File: config.mk
export PLATFORM = sky130hd
export DESIGN_NAME = alu_issue
export DESIGN_NICKNAME = d
export VERILOG_FILES = /design/src/rtl/alu_pkg.sv /design/src/rtl/alu_regfile.sv /design/src/rtl/alu_issue.sv
export SDC_FILE = /design/constraint.sdc
export NUM_CORES = 1
export LEC_CHECK = 0
export ABC_AREA = 1
export CORE_ASPECT_RATIO = 2
export CORE_UTILIZATION = 38
export CTS_BUF_LIST = sky130_fd_sc_hd__clkbuf_8
export DETAILED_ROUTE_END_ITERATION = 8
export DONT_BUFFER_PORTS = 1
export SLEW_MARGIN = 25
export SYNTH_ARGS = -nofsm -noshare
export SYNTH_HDL_FRONTEND = slang
export SYNTH_HIERARCHICAL = 1
export SYNTH_SLANG_ARGS = --single-unit
export TNS_END_PERCENT = 1
File: constraint.sdc
create_clock -name clk -period 1.9 [get_ports clk]
set_clock_uncertainty 0.05 [all_clocks]
set_input_delay 0.19 -clock clk [delete_from_list [all_inputs] [get_ports clk]]
set_output_delay 0.19 -clock clk [all_outputs]
set_load 0.05 [all_outputs]
File: src/rtl/alu_pkg.sv
// Shared definitions for the ALU issue/writeback sequencer.
package alu_pkg;

    localparam logic [4:0] OP_ADD = 5'd1;
    localparam logic [4:0] OP_ADC = 5'd2;
    localparam logic [4:0] OP_SUB = 5'd3;
    localparam logic [4:0] OP_SBC = 5'd4;
    localparam logic [4:0] OP_MUL = 5'd5;
    localparam logic [4:0] OP_DIV = 5'd6;
    localparam logic [4:0] OP_AND = 5'd7;
    localparam logic [4:0] OP_OR  = 5'd8;
    localparam logic [4:0] OP_XOR = 5'd9;
    localparam logic [4:0] OP_NOT = 5'd10;
    localparam logic [4:0] OP_SHL = 5'd11;
    localparam logic [4:0] OP_SHR = 5'd12;
    localparam logic [4:0] OP_ROL = 5'd13;
    localparam logic [4:0] OP_ROR = 5'd14;
    localparam logic [4:0] OP_CMP = 5'd15;
    localparam logic [4:0] OP_TST = 5'd16;
    localparam logic [4:0] OP_INC = 5'd17;
    localparam logic [4:0] OP_DEC = 5'd18;
    localparam logic [4:0] OP_NOP = 5'd31;

    typedef enum logic [2:0] {
        IDLE,
        ISSUE,
        WAIT,
        WB,
        RETIRE
    } state_t;

    localparam int FLAG_Z = 3;
    localparam int FLAG_N = 2;
    localparam int FLAG_C = 1;
    localparam int FLAG_V = 0;

    function automatic logic is_legal(input logic [4:0] op);
        return ((op >= OP_ADD) && (op <= OP_DEC)) || (op == OP_NOP);
    endfunction

    // Ops that return a double-width result in acc1/acc2.
    function automatic logic is_pair_op(input logic [4:0] op);
        return (op == OP_MUL) || (op == OP_DIV);
    endfunction

    // Ops that only update flags and never write a register.
    function automatic logic is_flag_only(input logic [4:0] op);
        return (op == OP_CMP) || (op == OP_TST);
    endfunction

endpackage

File: src/rtl/alu_regfile.sv
// NREG x 16-bit register file: two write ports, three combinational read ports.
module alu_regfile #(
    parameter int NREG = 8,
    parameter int AW   = $clog2(NREG)
) (
    input  logic          clk,
    input  logic          rst_n,
    input  logic          we0,
    input  logic [AW-1:0] wa0,
    input  logic [15:0]   wd0,
    input  logic          we1,
    input  logic [AW-1:0] wa1,
    input  logic [15:0]   wd1,
    input  logic [AW-1:0] ra_a,
    output logic [15:0]   rd_a,
    input  logic [AW-1:0] ra_b,
    output logic [15:0]   rd_b,
    input  logic [AW-1:0] ra_dbg,
    output logic [15:0]   rd_dbg
);

    logic [15:0] mem [NREG];

    // Storage; port 0 is written last so it wins on an address collision.
    always_ff @(posedge clk or negedge rst_n) begin
        if (!rst_n) begin
            for (int i = 0; i < NREG; i++) begin
                mem[i] <= '0;
            end
        end else begin
            if (we1) begin
                mem[wa1] <= wd1;
            end
            if (we0) begin
                mem[wa0] <= wd0;
            end
        end
    end

    assign rd_a   = mem[ra_a];
    assign rd_b   = mem[ra_b];
    assign rd_dbg = mem[ra_dbg];

endmodule

File: src/rtl/alu_issue.sv
// Issue/writeback sequencer in front of the ALU, with a WAIT-state watchdog.
module alu_issue
    import alu_pkg::*;
#(
    parameter int NREG    = 8,
    parameter int TIMEOUT = 64
) (
    input  logic                     clk,
    input  logic                     rst_n,
    input  logic                     instr_valid,
    output logic                     instr_ready,
    input  logic [4:0]               instr_op,
    input  logic [$clog2(NREG)-1:0]  instr_rd,
    input  logic [$clog2(NREG)-1:0]  instr_rs,
    input  logic                     instr_imm_en,
    input  logic [15:0]              instr_imm,
    output logic                     alu_bgn,
    output logic [5:0]               alu_opcode,
    output logic [15:0]              alu_a,
    output logic [15:0]              alu_b,
    input  logic [15:0]              alu_acc1,
    input  logic [15:0]              alu_acc2,
    input  logic                     alu_zero,
    input  logic                     alu_negative,
    input  logic                     alu_carry,
    input  logic                     alu_overflow,
    input  logic                     alu_rdy,
    output logic [3:0]               flags,
    output logic                     busy,
    output logic                     done,
    output logic                     err,
    input  logic [$clog2(NREG)-1:0]  dbg_addr,
    output logic [15:0]              dbg_data
);

    localparam int AW  = $clog2(NREG);
    localparam int WDW = $clog2(TIMEOUT + 1);

    state_t         state, state_nxt;
    logic [4:0]     op_q;
    logic [AW-1:0]  rd_q;
    logic [AW-1:0]  rd_pair;
    logic [15:0]    a_q, b_q, acc1_q, acc2_q;
    logic [15:0]    rf_a, rf_b;
    logic [3:0]     fl_in, fl_q;
    logic [WDW-1:0] wd_cnt;
    logic           accept;
    logic           we0, we1, flags_ld, cap, err_set, wd_clr, wd_inc;

    assign accept      = (state == IDLE) && instr_valid;
    assign instr_ready = (state == IDLE);
    assign busy        = (state != IDLE);
    assign done        = (state == RETIRE);
    assign alu_bgn     = (state == ISSUE);
    assign alu_opcode  = {1'b0, op_q};
    assign alu_a       = a_q;
    assign alu_b       = b_q;
    assign rd_pair     = (rd_q == AW'(NREG - 1)) ? '0 : rd_q + 1'b1;

    // Pack the ALU flag inputs into the {Z,N,C,V} layout.
    always_comb begin
        fl_in         = '0;
        fl_in[FLAG_Z] = alu_zero;
        fl_in[FLAG_N] = alu_negative;
        fl_in[FLAG_C] = alu_carry;
        fl_in[FLAG_V] = alu_overflow;
    end

    // State register.
    always_ff @(posedge clk or negedge rst_n) begin
        if (!rst_n) begin
            state <= IDLE;
        end else begin
            state <= state_nxt;
        end
    end

    // Next-state and control strobes; alu_rdy is only trusted in WAIT.
    always_comb begin
        state_nxt = state;
        we0       = 1'b0;
        we1       = 1'b0;
        flags_ld  = 1'b0;
        cap       = 1'b0;
        err_set   = 1'b0;
        wd_clr    = 1'b0;
        wd_inc    = 1'b0;
        case (state)
            IDLE: begin
                if (accept) begin
                    if (instr_op == OP_NOP) begin
                        state_nxt = RETIRE;
                    end else if (!is_legal(instr_op)) begin
                        err_set   = 1'b1;
                        state_nxt = RETIRE;
                    end else begin
                        state_nxt = ISSUE;
                    end
                end
            end
            ISSUE: begin
                wd_clr    = 1'b1;
                state_nxt = WAIT;
            end
            WAIT: begin
                if (alu_rdy) begin
                    cap       = 1'b1;
                    state_nxt = WB;
                end else if (wd_cnt == WDW'(TIMEOUT - 1)) begin
                    err_set   = 1'b1;
                    state_nxt = IDLE;
                end else begin
                    wd_inc = 1'b1;
                end
            end
            WB: begin
                flags_ld  = 1'b1;
                we0       = !is_flag_only(op_q);
                we1       = is_pair_op(op_q);
                state_nxt = RETIRE;
            end
            RETIRE: begin
                state_nxt = IDLE;
            end
            default: begin
                state_nxt = IDLE;
            end
        endcase
    end

    // Operand/result latches, flags, sticky error and watchdog.
    always_ff @(posedge clk or negedge rst_n) begin
        if (!rst_n) begin
            op_q   <= '0;
            rd_q   <= '0;
            a_q    <= '0;
            b_q    <= '0;
            acc1_q <= '0;
            acc2_q <= '0;
            fl_q   <= '0;
            flags  <= '0;
            err    <= 1'b0;
            wd_cnt <= '0;
        end else begin
            if (accept) begin
                op_q <= instr_op;
                rd_q <= instr_rd;
                a_q  <= rf_a;
                b_q  <= instr_imm_en ? instr_imm : rf_b;
            end
            if (cap) begin
                acc1_q <= alu_acc1;
                acc2_q <= alu_acc2;
                fl_q   <= fl_in;
            end
            if (flags_ld) begin
                flags <= fl_q;
            end
            if (err_set) begin
                err <= 1'b1;
            end
            if (wd_clr) begin
                wd_cnt <= '0;
            end else if (wd_inc) begin
                wd_cnt <= wd_cnt + 1'b1;
            end
        end
    end

    alu_regfile #(
        .NREG (NREG),
        .AW   (AW)
    ) u_regfile (
        .clk    (clk),
        .rst_n  (rst_n),
        .we0    (we0),
        .wa0    (rd_q),
        .wd0    (acc1_q),
        .we1    (we1),
        .wa1    (rd_pair),
        .wd1    (acc2_q),
        .ra_a   (instr_rd),
        .rd_a   (rf_a),
        .ra_b   (instr_rs),
        .rd_b   (rf_b),
        .ra_dbg (dbg_addr),
        .rd_dbg (dbg_data)
    );

endmodule

**After elaboration in Yosys (flattened, before gate mapping)**

Cells that the tools add are included.

- Register bits after elaboration: 219

- $add $sub $neg: 2
- $lt $le $gt $ge: 9
- Eq/ne operators: 13
- Multiplexer cells: 42
- Bitwise operators: 5
- Reduce and logical (&&, ||, !) cells: 12

Operator list:

| kind | number |
|---|---|
| bitwise mux 128 bit | 2 |
| 2-to-1 mux 128 bit | 2 |
| binary-select mux 16 bit (select 3 bit) | 3 |
| 2-to-1 mux 16 bit | 9 |
| demux 16 bit (select 3 bit) | 2 |
| >= comparator 4 bit (second input constant) | 5 |
| inverter 3 -> 4 bit | 5 |
| 2-to-1 mux 3 bit | 6 |
| 2-to-1 mux 1 bit | 14 |
| 2-to-1 mux 7 bit | 2 |
| case mux 3 bit (4 select lines) | 1 |
| == test 5 x 3 -> 1 bit (second input constant) | 2 |
| == test 5 bit (second input constant) | 2 |
| < comparator 4 x 1 -> 1 bit (second input constant) | 2 |
| adder 7 x 1 -> 7 bit (second input constant) | 1 |
| == test 7 x 6 -> 1 bit (second input constant) | 1 |
| == test 3 x 2 -> 1 bit (second input constant) | 2 |
| == test 3 bit (second input constant) | 2 |
| == test 5 x 4 -> 1 bit (second input constant) | 1 |
| >= comparator 5 x 1 -> 1 bit (second input constant) | 1 |
| <= comparator 5 bit (second input constant) | 1 |
| logical AND 1 bit | 4 |
| adder 3 x 1 -> 3 bit (second input constant) | 1 |
| == test 3 x 1 -> 1 bit (second input constant) | 1 |
| other kinds (9) | 11 |

**Longest topological paths before layout**

Gate-level depths: netlist of run 1.

- Depth after elaboration: 11
- Mapped depth: 11

**Hierarchy**

Netlist of run 1, hierarchy kept.

By module, submodules not included:

| module | instances | cells an instance | area each (um2) |
|---|---|---|---|
| alu_regfile | 1 | 1916 | 10502.6 |
| alu_issue | 1 | 484 | 4080.2 |

**Worst setup path before layout of run 1**

Ideal clock, no wire load.

- Kind: register to register
- Start point: register op_q[1]
- End point: register u_regfile/mem[102] (netlist name)
- Arrival: 1.991 ns
- Required time: 1.732 ns
- Slack: -0.259 ns
- Cell stages (with the launch flop): 10
- Clock period less this slack: 2.159 ns
- Cells stage by stage: dfrtp_1 -> nor2_1 -> nor4_1 -> nand2_1 -> clkinv_1 -> buf_2 -> buf_1 -> nand3_1 -> nand3_1 -> nand2_1

- Word-level cells in the longest chain between the ends: 6
- Elaborated cells on any way between the ends: 12
- Those cells by class: eq/ne (4); mux (5); reduce/logical (3)

Ends and longest elaborated chain:

| item | RTL line | text |
|---|---|---|
| start, declared | alu_issue.sv:40 | `logic [4:0] op_q;` |
| start signal, assigned | alu_issue.sv:146 | `op_q <= instr_op;` |
| == test 5 x 3 -> 1 bit | alu_pkg.sv:43 | `return (op == OP_MUL) \|\| (op == OP_DIV);` |
| logical OR 1 bit * | alu_pkg.sv:43 |  |
| 2-to-1 mux 1 bit * | alu_issue.sv:88 | `case (state)` |
| via we1 | alu_issue.sv:48 | `logic we0, we1, flags_ld, cap, err_set, wd_clr, wd_inc;` |
| 2-to-1 mux 128 bit * | alu_regfile.sv:31 | `if (we1) begin` |
| bitwise mux 128 bit | alu_regfile.sv:35 | `mem[wa0] <= wd0;` |
| 2-to-1 mux 128 bit * | alu_regfile.sv:34 | `if (we0) begin` |
| end signal, assigned by index | alu_regfile.sv:32 | `mem[wa1] <= wd1;` |
| end signal, assigned by index | alu_regfile.sv:35 |  |
| end, declared | alu_regfile.sv:22 | `logic [15:0] mem [NREG];` |

Mark *: on every way through the listed nets, which the timed path passes. The rest lies on a longest branch.
A chain may end at the register's enable or synchronous reset.

**Final worst setup path of run 1**

- Start point: register u_regfile/mem[68] (netlist name)
- End point: output port dbg_data[4]

- Word-level cells in the longest chain between the ends: 3

Ends and longest elaborated chain:

| item | RTL line | text |
|---|---|---|
| binary-select mux 16 bit (select 3 bit) | alu_regfile.sv:42 | `assign rd_dbg = mem[ra_dbg];` |
| 2-to-1 mux 16 bit (not written as such) (2 in series) | alu_regfile.sv:42 |  |
| end, declared | alu_issue.sv:33 | `output logic [15:0] dbg_data` |

No other way between the ends. The select of a mux whose other input is x is not followed.

==> results.cfg, run 1 <==
[layout]
nets = 2562
fillCellCount = 3903
final_core_util_pct = 46.14
drive_gt1_share_pct = 13.61
area_growth_pct = 19.96

[logic_synthesis]
yosys.cell_types.count = 30
yosys.area_share.xor_xnor_pct = 0.06006
syn_inst = 2400
synth-seq-cells = 219
avgSynthCellArea_um2 = 6.076
synth_compound_area_share_pct = 2.960
synthesis.area_um2 = 14580
synth_top_family_by_area = simple AND/OR/NAND/NOR gates
yosys.area_share.simple_pct = 48.09
synth_fa_ha_area_share_pct = 0.2574
synth_fp_nets = 2474
synthMuxAreaShare_pct = 0
yosysWarnings = 6
yosysSeqAreaShare_pct = 37.58

[floorplan]
row_count = 101
die-area_um2 = 39210
ioPinCount = 134
start_util_pct = 38.47
core_um2 = 37910
die_y_um = 279.0
die_w_um = 140.5

[global_routing]
grt_pass1_wl_um = 103500
antenna_found_initial = 1
grt_start_max_net_pins = 220
grt_usage_pct = 37.27
grt_pass1_vias = 15370
globalRouteOverflowTotal = 0

[drt]
drc = 0
ant_nets = 0
avgRoutedWirePerCell_um = 23.88
viasPerCell = 5.535
vias = 16430
dr_wl_met2_um = 33630
drt_iter0_markers = 1786
drt_wl_total_um = 70900
first_pass_iters = 8
dr.max_layer_used = met4
drt-met1-wl_um = 22510
met3_length_um = 5075

[worst_setup_path]
end_kind = primary output
cpMaxStageDelayCell = dfrtp_1
worst_ep_required_time_ns = 1.66
crit_arrival_ns = 1.86
crit_chain = inv_1 -> nand2_1 -> nand3_1 -> nand2_1 -> nand2_1 -> nand2_4 -> buf_8
critPathMostFrequentCell = nand2_1
path_class = flip-flop to primary output
rrSetupSlack_ns = -0.14
rr_endpoint = u_regfile/mem[10]
cp-start-kind = flip-flop
worstPathMaxFanout = 4
r2r-start = op_q[0]
cp_slowest_stage_delay_ns = 0.36
reg2regPathDepth = 11

[timing]
finalCritPeriodShare_pct = 110.3
finalHoldViolations = 219
holdWs_ns = -0.7494
fmax_ghz = 0.4770
rsz0062_at_grt = true
post-route-min-period_ns = 2.096
slew_headroom_pct = 30.08
tightest_slew_ns = 1.045
worst_slack_ns = -0.1964
setup_viol = 137
final_max_slew_viol_count = 0
setup-tns-final_ns = -10.62

[power]
switchingPower_mw = 13.52
peakVddDrop_uv = 873.8
power_density_nw_per_um2 = 1451
combinationalPowerShare_pct = 47.2
p_leak_nw = 10.43
total_power_mw = 25.38
p_seq_share_pct = 36.5
swShare_pct = 53.28
p_clk_share_pct = 16.3
p_int_mw = 11.86

[placed_design]
port_buffers = 0
gp_congestion = 1.046
dp_hpwl_um = 46500

[clock_network]
cts_made_buffers = 35
cts-root-buf = clkbuf_8
postCtsHoldBufs = 67
cts_tree = built
h-tree-depth = 2
clkTransAtPathRegs_ns = 0.07
cts_sinks = 219
clkLatencyLatePin_ns = 0.59
cts_max_path_buffers = 3

[hold_path]
min_path_type = input port to async pin

[outcome]
violations = negative hold slack, negative setup slack
status = finished, violations left

[flow_run]
maxCapViolCount = 0
## routing by layer
metal  up-vias  track usage [%]
met5         -                0
met4         0            40.66
met3       285            8.506
met2       857            61.59
met1      7706            36.70
li1       7585                -
## critical path: cells and delay by family (launching register included)
family	cells	cell delay (ns)
simple gates	5	0.43
flops	1	0.36
buf+inv	2	0.48
## per-stage QoR
stage | std cells | setup WS (ns) | hold slack, ns | cell area (um^2)
3_5_place_dp | 2833 | -0.3020 | -0.1482 | 15730
2_1_floorplan | 2400 | -0.02355 | -0.1556 | 14630
4_1_cts | 2965 | -0.1374 | -0.7690 | 17350
3_3_place_gp | 2833 | -0.2453 | -0.1496 | 15730
5_1_grt | 2969 | -0.2699 | -0.7512 | 17490
6_report | 2969 | -0.1964 | -0.7494 | 17490
## registers in the layout (all words and copies together) (netlist names), 5 cells and up
| signal | flops |
|---|---|
| acc1_q | 16 |
| acc2_q | 16 |
| alu_a | 16 |
| alu_b | 16 |
| op_q | 5 |
| u_regfile/mem | 128 |
| wd_cnt | 7 |
## logic make-up (layout without fill, tap and decap cells)
group	count (synthesis)	count (layout)
AND/OR/NAND/NOR	1701	1701
buffers and inverters	395	500
flip-flops	219	219
AO/OA/AOI/OAI	80	80
adder cells (fa/ha/maj)	3	3
other	1	2
XOR/XNOR	1	1
## final cells by class
type,instances,area (um^2),area share (%)
flip-flops and latches,219,5487,31.36
multi-input cells,1786,7621,43.57
clock buffers,40,550.5,3.147
well taps,463,579.3,3.312
repair buffers,205,2125,12.15
diodes,1,2.502,0.01431
clock inverters,14,102.6,0.5865
inverters,241,1026,5.865
## how the worst max path moves through the flow
stage	from	end	cells after the start
3_3_place_gp	state[2]	u_regfile/mem[65]	10
5_1_grt	u_regfile/mem[20]	dbg_data[4]	7
2_1_floorplan	rd_q[0]	u_regfile/mem[22]	9
3_5_place_dp	state[2]	u_regfile/mem[65]	10
6_report	u_regfile/mem[68]	dbg_data[4]	7
4_1_cts	op_q[0]	u_regfile/mem[10]	11
## Yosys cell counts, drive strengths merged
cell	count	area (um^2)
inv	239	897.1
ha	3	37.54
conb	1	3.750
clkinv	2	7.510
o21bai	1	7.510
dfrtp	219	5480
nand3	455	2292
nand3b	2	15.01
nand2	1210	4544
nor3	3	15.01
a211oi	1	7.510
buf	61	354.1
or2	1	6.260
a21oi	7	53.80
nor2	29	133.9
xor2	1	8.760
o21ai	71	362.9
clkbuf	93	349.1
nor4	1	6.260
## power by group through the flow
stage / registers, mW / clock network, mW / logic (mW)
floorplan: 8.53 / 0 / 6.78
global placement: 9.11 / 0 / 10.4
detailed placement: 9.16 / 0 / 10.6
CTS: 9.21 / 4.22 / 11.3
global route: 9.44 / 4.36 / 12.8
finish: 9.27 / 4.13 / 12.0
## what timing repair did
| action | in CTS | in global routing |
|---|---|---|
| pin swaps | 8 | 8 |
| setup endpoints to repair | 145 | 150 |
| endpoints found under the hold margin | 306 | 219 |
| buffers inserted | 11 | 3 |
| cloned | 0 | 0 |
| gates resized for setup | 127 | 49 |
## cell usage in the layout, fill, tap and decap left out, types with 4 or more instances in the layout
| cell | instances |
|---|---|
| nand2_1 | 1184 |
| nand3_1 | 452 |
| dfrtp_1 | 214 |
| inv_1 | 145 |
| buf_4 | 92 |
| dlygate4sd3_1 | 64 |
| inv_2 | 62 |
| o21ai_1 | 44 |
| clkbuf_8 | 40 |
| o21ai_0 | 25 |
| buf_12 | 25 |
| nand2_2 | 23 |
| inv_4 | 21 |
| nor2_1 | 19 |
| clkinvlp_4 | 16 |
| buf_6 | 16 |
| nor2_4 | 7 |
| a21oi_2 | 5 |
| dfrtp_2 | 5 |
| buf_8 | 5 |
| clkinv_2 | 4 |
No activity file was read; power rests on OpenSTA's default activity.
==> inputs of run 2 (changes only) <==
--- a/config.mk
+++ b/config.mk
@@ -14,6 +14,5 @@
 export SLEW_MARGIN = 25
 export SYNTH_ARGS = -nofsm -noshare
 export SYNTH_HDL_FRONTEND = slang
-export SYNTH_HIERARCHICAL = 1
 export SYNTH_SLANG_ARGS = --single-unit
 export TNS_END_PERCENT = 1
==> results.cfg, run 2 <==
[outcome]
status = finished, violations left
violations = negative hold slack, negative setup slack

[logic_synthesis]
synth-seq-cells = 219
async_reset_ff_share_pct = 100.0
synth_fp_nets = 2629
synth_most_common_cell = nand2_1
yosysWarnings = 0
synth_top_area_share_pct = 35.24
synthTopCellsByCount = 1089 x nand2_1, 477 x nor2_1, 219 x dfrtp_1
yosys.area_share.simple_pct = 44.39
synth_largest_area_cell = dfrtp_1
synth_top_family_by_area = simple AND/OR/NAND/NOR gates
yosys-top-cells-area = dfrtp_1 35%, nand2_1 26%, nor2_1 12%
yosys.cell_types.count = 36
synth_edf_count = 0
synthesis.area_um2 = 15550
syn_inst = 2555
yosys_most_used_dff = dfrtp_1
avgSynthCellArea_um2 = 6.087
yosysSeqAreaShare_pct = 35.24
synth_fa_ha_area_share_pct = 0.2414
yosys.area_share.xor_xnor_pct = 0.1126
synthMuxAreaShare_pct = 2.607
synth_compound_area_share_pct = 9.686

[drt]
drc = 0
drt_wl_total_um = 68650
first_pass_iters = 6
drt_iter0_markers = 2105
ant_nets = 0
vias = 17620
avgRoutedWirePerCell_um = 21.57
viasPerCell = 5.534

[floorplan]
ioPinCount = 134
die_w_um = 145.1
start_util_pct = 38.55
die-area_um2 = 41790
core_um2 = 40340
die_y_um = 288.1
row_count = 104

[timing]
rsz0062_at_grt = true
worst_slack_ns = -0.1173
post-route-min-period_ns = 2.017
setup_viol = 13
tightest_slew_ns = 0.9621
finalCritPeriodShare_pct = 106.2
holdWs_ns = -0.7637
fmax_ghz = 0.4957
final_max_slew_viol_count = 0
finalHoldViolations = 220
slew_headroom_pct = 35.65
setup-tns-final_ns = -0.6857

[worst_setup_path]
rrSetupSlack_ns = 0.01
crit_arrival_ns = 1.78
worstPathMaxFanout = 3
r2r-start = rd_q[1]
crit_chain = inv_2 -> a21oi_1 -> o21ai_0 -> nand2_1 -> o21a_1 -> buf_12
cp_slowest_stage_delay_ns = 0.42
cpMaxStageDelayCell = dfrtp_1
crit_family = flip-flops
path_buf_inv = 2
path_class = flip-flop to primary output
rr_endpoint = u_regfile.mem[28]
reg2regPathDepth = 11
cp-start-kind = flip-flop
worst_ep_required_time_ns = 1.66
end_kind = primary output

[layout]
drive_gt1_share_pct = 13.06
area_growth_pct = 20.68
nets = 2699
layout_commonest_cell = nand2_1
final_core_util_pct = 46.53
largest_reg_flops = 128
fin_area_um2 = 18770
max_flop_register = u_regfile.mem
fin_cells = 3183
final_cell_mix = 1073 x nand2_1, 470 x nor2_1, 205 x dfrtp_1

[power]
p_leak_nw = 9.548
total_power_mw = 29.56
power_density_nw_per_um2 = 1575
peakVddDrop_uv = 1527

[placed_design]
placed_cell_area_um2 = 16900
dp_slack_ns = -0.1792
dp_hpwl_um = 44090
dp_cells = 3028
port_buffers = 0
gp_congestion = 0.9309

[clock_network]
cts_made_buffers = 38
cts_max_path_buffers = 3
cts_tree = built
clkLatencyLatePin_ns = 0.57
postCtsHoldBufs = 69
cts-root-buf = clkbuf_8
h-tree-depth = 2
cts_sinks = 219
clkTransAtPathRegs_ns = 0.07

[global_routing]
globalRouteOverflowTotal = 0
grt_pass1_vias = 16540
grt_usage_pct = 32.62
antenna_found_initial = 2
grt_pass1_wl_um = 102600
grt_start_max_net_pins = 220

[hold_path]
min_path_type = input port to async pin

[flow_run]
maxCapViolCount = 0
## run 2: cell count changes in the layout (fill, tap and decap cells not counted), moves of 15 or more
| cell | change |
|---|---|
| nor2_1 | +451 |
| nand3_1 | -319 |
| nand2_1 | -111 |
| o21ai_0 | +110 |
| inv_1 | -81 |
| a21oi_1 | +72 |
| inv_2 | -38 |
| mux2_2 | +36 |
| buf_12 | +28 |
| inv_4 | -19 |
| o21ai_1 | -19 |
| nor2_2 | +15 |
| o22ai_1 | +15 |
## run 2: report_power, final
part           switching [mW]  internal (mW)
Combinational            8.26           5.50
Clock                    2.17           2.33
Sequential               4.73           6.56
## run 2: kinds of logic after synthesis
| logic type | count (synthesis) |
|---|---|
| simple gates | 1749 |
| other cells | 1 |
| flops | 219 |
| fa+ha+maj | 3 |
| compound gates | 286 |
| mux | 36 |
| buf+inv | 259 |
| xor+xnor | 2 |
## run 2: layer usage
layer	vias to the layer above	part of all wire [%]	GRT usage, %
li1	8131	-	-
met1	8092	35	37.23
met2	1100	47	54.63
met3	293	9.5	5.468
met4	0	8.6	24.95
met5	-	0	0
## run 2: how the worst max path moves through the flow
| stage | startpoint | endpoint | slack [ns] | cells past startpoint |
|---|---|---|---|---|
| floorplan | rd_q[1] | u_regfile.mem[102] | -0.12 | 11 |
| global placement | rd_q[0] | u_regfile.mem[112] | -0.15 | 12 |
| detailed placement | rd_q[0] | u_regfile.mem[114] | -0.18 | 12 |
| CTS | u_regfile.mem[88] | dbg_data[8] | -0.09 | 6 |
| global route | u_regfile.mem[80] | dbg_data[0] | -0.17 | 6 |
| finish | u_regfile.mem[93] | dbg_data[13] | -0.12 | 6 |
## run 2: layout make-up
cell class	instances	area (um^2)
fillers	4247	21570
multi-input cells	2077	9096
flip-flops and latches	219	5498
repair buffers	206	2437
well taps	530	663.1
clock buffers	46	633.1
inverters	83	316.6
clock inverters	19	116.4
diodes	3	7.507
## run 2: worst register-to-register path: cells and delay by family (launching register included)
| kind | cells | cell delay (ns) |
|---|---|---|
| simple gates | 8 | 0.69 |
| buf+inv | 1 | 0.21 |
| flops | 1 | 0.41 |
| fa+ha+maj | 2 | 0.48 |
## run 2: repair_timing
| item | 4_1_cts | 5_1_grt |
|---|---|---|
| endpoints found under the hold margin | 301 | 219 |
| endpoints found under the setup margin | 142 | 148 |
| pin swaps | 14 | 17 |
| setup buffers | 17 | 0 |
| gates resized for setup | 71 | 50 |
| cloned | 1 | 0 |
